===== src/rtl/calc_pkg.sv =====
// Shared definitions for the calculator key sequencer: key codes, operation
// encodings, FSM states and digit-register commands.
package calc_pkg;

  localparam logic [3:0] KEY_PLUS  = 4'hA;
  localparam logic [3:0] KEY_MINUS = 4'hB;
  localparam logic [3:0] KEY_EQ    = 4'hC;
  localparam logic [3:0] KEY_BS    = 4'hE;
  localparam logic [3:0] KEY_CLR   = 4'hF;

  localparam logic [1:0] OP_NONE = 2'b00;
  localparam logic [1:0] OP_ADD  = 2'b01;
  localparam logic [1:0] OP_SUB  = 2'b10;

  typedef enum logic [1:0] {S_A, S_B, S_EXEC, S_RES} state_t;

  typedef enum logic [2:0] {
    REG_HOLD, REG_CLR, REG_SHIFT, REG_BS, REG_LOAD, REG_START
  } reg_op_t;

  function automatic logic is_digit(input logic [3:0] k);
    return k <= 4'd9;
  endfunction

  function automatic logic is_operator(input logic [3:0] k);
    return (k == KEY_PLUS) || (k == KEY_MINUS);
  endfunction

  function automatic logic [1:0] key_to_op(input logic [3:0] k);
    return (k == KEY_PLUS) ? OP_ADD : OP_SUB;
  endfunction

endpackage


===== src/rtl/calc_key_sequencer_if.sv =====
// Keypad, arithmetic-stage and display signals of the key sequencer.
// master = environment side, slave = sequencer side.
interface calc_key_sequencer_if #(parameter int NUM_DIGITS = 4);
  localparam int W = 4 * NUM_DIGITS;

  logic         key_valid;
  logic [3:0]   key_code;
  logic         key_ready;
  logic [W-1:0] resultado;
  logic         operacion_valida;
  logic [W-1:0] numero_1;
  logic [W-1:0] numero_2;
  logic [1:0]   suma_resta;
  logic         igual_en;
  logic [W-1:0] display_bcd;
  logic         error;

  modport master (
    output key_valid, key_code, resultado, operacion_valida,
    input  key_ready, numero_1, numero_2, suma_resta, igual_en, display_bcd, error
  );

  modport slave (
    input  key_valid, key_code, resultado, operacion_valida,
    output key_ready, numero_1, numero_2, suma_resta, igual_en, display_bcd, error
  );
endinterface


===== src/rtl/bcd_digit_reg.sv =====
// BCD operand register with saturating digit counter: shift-in, backspace,
// clear, full load and single-digit start.
module bcd_digit_reg
  import calc_pkg::*;
#(
  parameter int NUM_DIGITS = 4
) (
  input  logic                    clk,
  input  logic                    reset,
  input  reg_op_t                 op_i,
  input  logic [3:0]              digit_i,
  input  logic [4*NUM_DIGITS-1:0] load_i,
  output logic [4*NUM_DIGITS-1:0] value_o,
  output logic [4*NUM_DIGITS-1:0] value_d_o,
  output logic                    empty_o,
  output logic                    empty_d_o
);
  localparam int W  = 4 * NUM_DIGITS;
  localparam int CW = $clog2(NUM_DIGITS + 1);
  localparam logic [CW-1:0] FULL = CW'(NUM_DIGITS);

  logic [W-1:0]  value_q, value_d;
  logic [CW-1:0] cnt_q, cnt_d;

  always_comb begin
    value_d = value_q;
    cnt_d   = cnt_q;
    case (op_i)
      REG_CLR: begin
        value_d = '0;
        cnt_d   = '0;
      end
      REG_SHIFT: if (cnt_q < FULL) begin
        value_d = {value_q[W-5:0], digit_i};
        cnt_d   = cnt_q + 1'b1;
      end
      REG_BS: if (cnt_q != '0) begin
        value_d = {4'h0, value_q[W-1:4]};
        cnt_d   = cnt_q - 1'b1;
      end
      REG_LOAD: begin
        value_d = load_i;
        cnt_d   = FULL;
      end
      REG_START: begin
        value_d = {{(W-4){1'b0}}, digit_i};
        cnt_d   = CW'(1);
      end
      default: ;
    endcase
  end

  always_ff @(posedge clk or posedge reset) begin
    if (reset) begin
      value_q <= '0;
      cnt_q   <= '0;
    end else begin
      value_q <= value_d;
      cnt_q   <= cnt_d;
    end
  end

  assign value_o   = value_q;
  assign value_d_o = value_d;
  assign empty_o   = (cnt_q == '0);
  assign empty_d_o = (cnt_d == '0);
endmodule


===== src/rtl/calc_key_sequencer.sv =====
// Keypad-to-operand sequencer feeding the BCD add/subtract stage.
// Optional backspace key enabled by defining CALC_BACKSPACE_EN.
module calc_key_sequencer
  import calc_pkg::*;
#(
  parameter int NUM_DIGITS = 4
) (
  input  logic                 clk,
  input  logic                 reset,
  calc_key_sequencer_if.slave  bus
);
  localparam int W = 4 * NUM_DIGITS;

  state_t       state_q, state_d;
  logic [1:0]   op_q, op_d;
  logic         err_q, err_d;
  logic [W-1:0] disp_q, disp_d;
  logic         igual_q, ready_q;

  reg_op_t      a_op, b_op;
  logic [W-1:0] a_q, a_d, b_q, b_d;
  logic         b_empty_q, b_empty_d;
  logic         a_unused_empty, a_unused_empty_d;
  logic         key_acc;
  logic [3:0]   k;

  assign k       = bus.key_code;
  assign key_acc = bus.key_valid && (state_q != S_EXEC);

  bcd_digit_reg #(.NUM_DIGITS(NUM_DIGITS)) u_reg_a (
    .clk(clk), .reset(reset), .op_i(a_op), .digit_i(k), .load_i(bus.resultado),
    .value_o(a_q), .value_d_o(a_d), .empty_o(a_unused_empty), .empty_d_o(a_unused_empty_d)
  );

  bcd_digit_reg #(.NUM_DIGITS(NUM_DIGITS)) u_reg_b (
    .clk(clk), .reset(reset), .op_i(b_op), .digit_i(k), .load_i('0),
    .value_o(b_q), .value_d_o(b_d), .empty_o(b_empty_q), .empty_d_o(b_empty_d)
  );

  always_comb begin
    state_d = state_q;
    op_d    = op_q;
    err_d   = err_q;
    a_op    = REG_HOLD;
    b_op    = REG_HOLD;

    // The result is tracked every cycle while it is on display.
    if (state_q == S_RES) err_d = ~bus.operacion_valida;

    if (state_q == S_EXEC) begin
      state_d = S_RES;
    end else if (key_acc) begin
      if (k == KEY_CLR) begin
        state_d = S_A;
        op_d    = OP_NONE;
        err_d   = 1'b0;
        a_op    = REG_CLR;
        b_op    = REG_CLR;
      end else begin
        case (state_q)
          S_A: begin
            if (is_digit(k)) a_op = REG_SHIFT;
            else if (is_operator(k)) begin
              op_d    = key_to_op(k);
              b_op    = REG_CLR;
              state_d = S_B;
            end
`ifdef CALC_BACKSPACE_EN
            else if (k == KEY_BS) a_op = REG_BS;
`endif
          end
          S_B: begin
            if (is_digit(k)) b_op = REG_SHIFT;
            else if (is_operator(k) && b_empty_q) op_d = key_to_op(k);
            else if ((k == KEY_EQ) && !b_empty_q) state_d = S_EXEC;
`ifdef CALC_BACKSPACE_EN
            else if ((k == KEY_BS) && !b_empty_q) b_op = REG_BS;
`endif
          end
          S_RES: begin
            if (is_digit(k)) begin
              a_op    = REG_START;
              b_op    = REG_CLR;
              op_d    = OP_NONE;
              err_d   = 1'b0;
              state_d = S_A;
            end else if (is_operator(k) && bus.operacion_valida) begin
              // Chain: the previous result becomes the new first operand.
              a_op    = REG_LOAD;
              b_op    = REG_CLR;
              op_d    = key_to_op(k);
              state_d = S_B;
            end
          end
          default: ;
        endcase
      end
    end

    // Display follows the post-edge values so it lines up with the operands.
    case (state_d)
      S_A:     disp_d = a_d;
      S_B:     disp_d = b_empty_d ? a_d : b_d;
      S_RES:   disp_d = (state_q == S_RES) ? bus.resultado : disp_q;
      default: disp_d = disp_q;
    endcase
  end

  always_ff @(posedge clk or posedge reset) begin
    if (reset) begin
      state_q <= S_A;
      op_q    <= OP_NONE;
      err_q   <= 1'b0;
      disp_q  <= '0;
      igual_q <= 1'b0;
      ready_q <= 1'b1;
    end else begin
      state_q <= state_d;
      op_q    <= op_d;
      err_q   <= err_d;
      disp_q  <= disp_d;
      igual_q <= (state_d == S_EXEC);
      ready_q <= (state_d != S_EXEC);
    end
  end

  assign bus.numero_1    = a_q;
  assign bus.numero_2    = b_q;
  assign bus.suma_resta  = op_q;
  assign bus.igual_en    = igual_q;
  assign bus.key_ready   = ready_q;
  assign bus.display_bcd = disp_q;
  assign bus.error       = err_q;
endmodule


===== src/flat_wrapper.sv =====
// flat-port wrapper written by rule: the top's interface ports become plain ports
module calc_key_sequencer_flat import calc_pkg::*;
#(
  parameter int NUM_DIGITS = 4
)
  (clk, reset, bus_key_valid, bus_key_code, bus_resultado, bus_operacion_valida, bus_key_ready, bus_numero_1, bus_numero_2, bus_suma_resta, bus_igual_en, bus_display_bcd, bus_error);
  calc_key_sequencer_if #(.NUM_DIGITS(NUM_DIGITS)) bus_i ();
  input  logic clk;
  input  logic reset;
  input wire logic [$bits(bus_i.key_valid)-1:0] bus_key_valid;
  input wire logic [$bits(bus_i.key_code)-1:0] bus_key_code;
  input wire logic [$bits(bus_i.resultado)-1:0] bus_resultado;
  input wire logic [$bits(bus_i.operacion_valida)-1:0] bus_operacion_valida;
  output wire logic [$bits(bus_i.key_ready)-1:0] bus_key_ready;
  output wire logic [$bits(bus_i.numero_1)-1:0] bus_numero_1;
  output wire logic [$bits(bus_i.numero_2)-1:0] bus_numero_2;
  output wire logic [$bits(bus_i.suma_resta)-1:0] bus_suma_resta;
  output wire logic [$bits(bus_i.igual_en)-1:0] bus_igual_en;
  output wire logic [$bits(bus_i.display_bcd)-1:0] bus_display_bcd;
  output wire logic [$bits(bus_i.error)-1:0] bus_error;
  assign bus_i.key_valid = bus_key_valid;
  assign bus_i.key_code = bus_key_code;
  assign bus_i.resultado = bus_resultado;
  assign bus_i.operacion_valida = bus_operacion_valida;
  assign bus_key_ready = bus_i.key_ready;
  assign bus_numero_1 = bus_i.numero_1;
  assign bus_numero_2 = bus_i.numero_2;
  assign bus_suma_resta = bus_i.suma_resta;
  assign bus_igual_en = bus_i.igual_en;
  assign bus_display_bcd = bus_i.display_bcd;
  assign bus_error = bus_i.error;
  calc_key_sequencer #(.NUM_DIGITS(NUM_DIGITS)) u_core (.clk(clk), .reset(reset), .bus(bus_i));
endmodule

===== config.mk =====
export PLATFORM = sky130hd
export DESIGN_NAME = calc_key_sequencer_flat
export DESIGN_NICKNAME = d
export VERILOG_FILES = /design/src/rtl/calc_pkg.sv /design/src/rtl/calc_key_sequencer_if.sv /design/src/rtl/bcd_digit_reg.sv /design/src/rtl/calc_key_sequencer.sv /design/src/flat_wrapper.sv
export SDC_FILE = /design/constraint.sdc
export NUM_CORES = 1
export LEC_CHECK = 0
export ABC_CLOCK_PERIOD_IN_PS = 8000
export CAP_MARGIN = 20
export CELL_PAD_IN_SITES_DETAIL_PLACEMENT = 0
export CELL_PAD_IN_SITES_GLOBAL_PLACEMENT = 2
export CORE_MARGIN = 2
export CORE_UTILIZATION = 35
export CTS_CLUSTER_SIZE = 10
export DETAILED_ROUTE_END_ITERATION = 8
export HOLD_SLACK_MARGIN = 0.08
export PLACE_DENSITY_LB_ADDON = 0.05
export SLEW_MARGIN = 10
export SYNTH_ARGS = -nofsm -noshare
export SYNTH_HDL_FRONTEND = slang
export SYNTH_SLANG_ARGS = --single-unit

===== constraint.sdc =====
create_clock -name clk -period 8 [get_ports clk]
set_input_delay 1.2 -clock clk [delete_from_list [all_inputs] [get_ports clk]]
set_output_delay 1.2 -clock clk [all_outputs]
set_load 0.03 [all_outputs]

==> run summary <==
outcome -> completed
mux contribution to synthesized area -> 0.1191
Clk Latency, worst-skew pair -> 0.34 ns
min Tclk post-route -> 4.672 ns
htree depth -> 3
Cell Area, Synth -> 3635 um2
Vias/cell -> 5.556
initial antenna violation count -> 0
Synth Area in Compound Gates -> 0.2441
Peak VDD IR -> 0.1701 mV
Remaining DRCs -> 0
fmax -> 214.1 MHz
Die Wd -> 105.9 um
Iteration-0 DRC Markers -> 177
Pwr Total -> 1.976 mW
Critical Path AT -> 4.90 ns
post-synthesis simple-gate area fraction -> 0.1408
DR pass1 iterations -> 4
fillcell total -> 985
Die Ht -> 105.9 um
RSZ-0062 raised after global routing -> no
Slew @ Worst Pin -> 0.8018 ns
most frequent cells in the layout -> clkdlybuf4s50_1, dfrtp_1, nand2_1
CP endpoint kind -> flop
top_reg_cell synth -> dfrtp_1
row count -> 37
Clock Tree Buf Depth -> 2
post-synthesis area per instance -> 10.21 um2
PwrDens -> 418.5 nW/um2
period utilisation layout -> 0.5839
Buffers on Ports -> 76
Slew HR -> 0.4655
critical path startpoint category -> input port
vias in the first global route -> 3186
IO Pins -> 77
Worst Skew -> 0.01468 ns
crit path from -> bus_key_code[1]
setup TNS -> 0 ns
Post-CTS Repair Setup Buffers -> 0
routed vias -> 3167
post_cts resized -> 0
synth-to-layout area growth -> 29.88%
flops & latches, synth -> 61
maximum capacitance violations -> 0
Ys Warns -> 0
HPWL Detailed -> 7.895 mm
Overflow after GRT -> 0
post-synthesis adder-cell area fraction -> 0.02960
number of flops mapped to enable cells by yosys -> 0
Fin. Hold Viols -> 0
Worst Path Max Fanout -> 16
total CTS buffers -> 9
fraction of registers with async set/reset -> 1.000
WL/cell -> 19.56 um
pin count of the biggest net entering global routing -> 62
routed wire length -> 11.15 mm
kind of critical path -> input port to flop
setup violation total in the final timing report -> 0
register area share after synthesis -> 0.4203
Gate Count Post-Synth -> 356
initial core utilization -> 0.3569
Overall Global Routing Usage -> 0.2062
worst hold path class -> flop to flop
cts hold-fix bufs -> 0
HP Start -> u_core.bus.suma_resta[0]
core box area -> 10180 um2
ANT cells -> 0
CTS tree -> built
largest family of logic cells by synthesized area -> compound AO/OA/AOI/OAI gates
worst endpoint required time -> 8.23 ns
Reg clk slew, reported paths -> 0.07 ns
nets -> 461
commonest non-fill, non-tap cell in the layout -> clkdlybuf4s50_1
fin. max-slew vios -> 0
Netlist cell types -> 59
layout cells sized above 1 -> 0.1313
Synth Area in XOR/XNOR -> 0
r2r startpoint -> u_core.state_q[0]
die area -> 11220 um2
TritonCTS Sinks -> 61
Final ANT Viol Nets -> 0
root buf cell -> clkbuf_8
Final GP Congestion -> 0.8021
first-pass GRT wire length -> 17.82 mm
Leak -> 2.180 nW
Synthesized Nets -> 388
-- cells in the mapped netlist (all sizes together) (8+ instances only) --
master	number	share of area
a211o	8	0.019
a21o	14	0.029
a21oi	8	0.011
a22o	17	0.041
a22oi	8	0.017
buf	12	0.020
clkbuf	9	0.0093
dfrtp	60	0.41
inv	15	0.015
mux2	23	0.081
mux2i	14	0.039
nand2	41	0.042
nand2b	8	0.014
nand3	10	0.014
nor2	13	0.013
o21ai	12	0.019
-- where the power goes --
part           switching [mW]  internal, mW  total [mW]
registers              0.0877         0.415       0.503
logic                   0.669         0.523        1.19
clock network           0.136         0.145       0.280
-- path summary, 6_finish.rpt --
kind,end,slack [ns],depth (start not counted)
min in group asynchronous,u_core.u_reg_b.value_o[5],1.39,3
min reg2reg,u_core.bus.suma_resta[0],0.51,1
max,u_core.bus.display_bcd[10],3.33,7
max in group asynchronous,u_core.u_reg_a.cnt_q[0],6.07,3
max reg2reg,u_core.bus.display_bcd[10],4.11,8
min,u_core.bus.suma_resta[0],0.51,1
-- final cells by class --
class / count / area [um2] / share of cell area
clock buffers: 9 / 123.9 / 0.02624
flip-flops and latches: 61 / 1528 / 0.3236
multi-input cells: 259 / 1947 / 0.4124
inverters: 15 / 56.30 / 0.01193
well taps: 136 / 170.2 / 0.03605
clock inverters: 7 / 75.07 / 0.01590
repair buffers: 83 / 820.8 / 0.1739
-- flip-flops by register name (all words and copies together) (netlist names) --
signal,cells
u_core.bus.display_bcd,16
u_core.bus.error,1
u_core.bus.igual_en,1
u_core.bus.key_ready,1
u_core.bus.suma_resta,2
u_core.state_q,2
u_core.u_reg_a.cnt_q,3
u_core.u_reg_a.value_o,16
u_core.u_reg_b.cnt_q,3
u_core.u_reg_b.value_o,16
-- metrics by stage --
step | cells | utilization | cell area [um2] | hold WS (ns) | setup slack (ns)
after global placement | 552 | 0.4418 | 4499 | 0.4896 | 3.008
after detailed placement | 553 | 0.4432 | 4514 | 0.4991 | 2.982
after floorplan | 356 | - | 3635 | 0.4859 | 4.704
after global routing | 570 | 0.4635 | 4721 | 0.5225 | 3.047
final | 570 | 0.4635 | 4721 | 0.5088 | 3.328
after CTS | 569 | 0.4628 | 4713 | 0.5165 | 3.341
-- layer usage --
metal	routed length, um	share of wire	track usage
met1	5567	0.50	0.3137
met2	4800	0.43	0.2968
met3	604	0.054	0.03188
met4	177	0.016	0.07049
met5	0	0	0
-- critical path: stages --
cell and delay, ns:
clkdlybuf4s50_1 0.69, o21ai_1 0.59, nand3b_1 0.24, o21ai_2 0.61
a221o_1 0.61, o21a_1 0.60, mux2_4 0.35
-- logic make-up (layout without fill, tap and decap cells) --
logic type	count (synthesis)	after routing
other cells	1	1
fa+ha+maj	8	8
mux	37	37
simple gates	103	103
flops	61	61
buf+inv	36	114
compound gates	110	110
No activity file was read; power rests on OpenSTA's default activity.
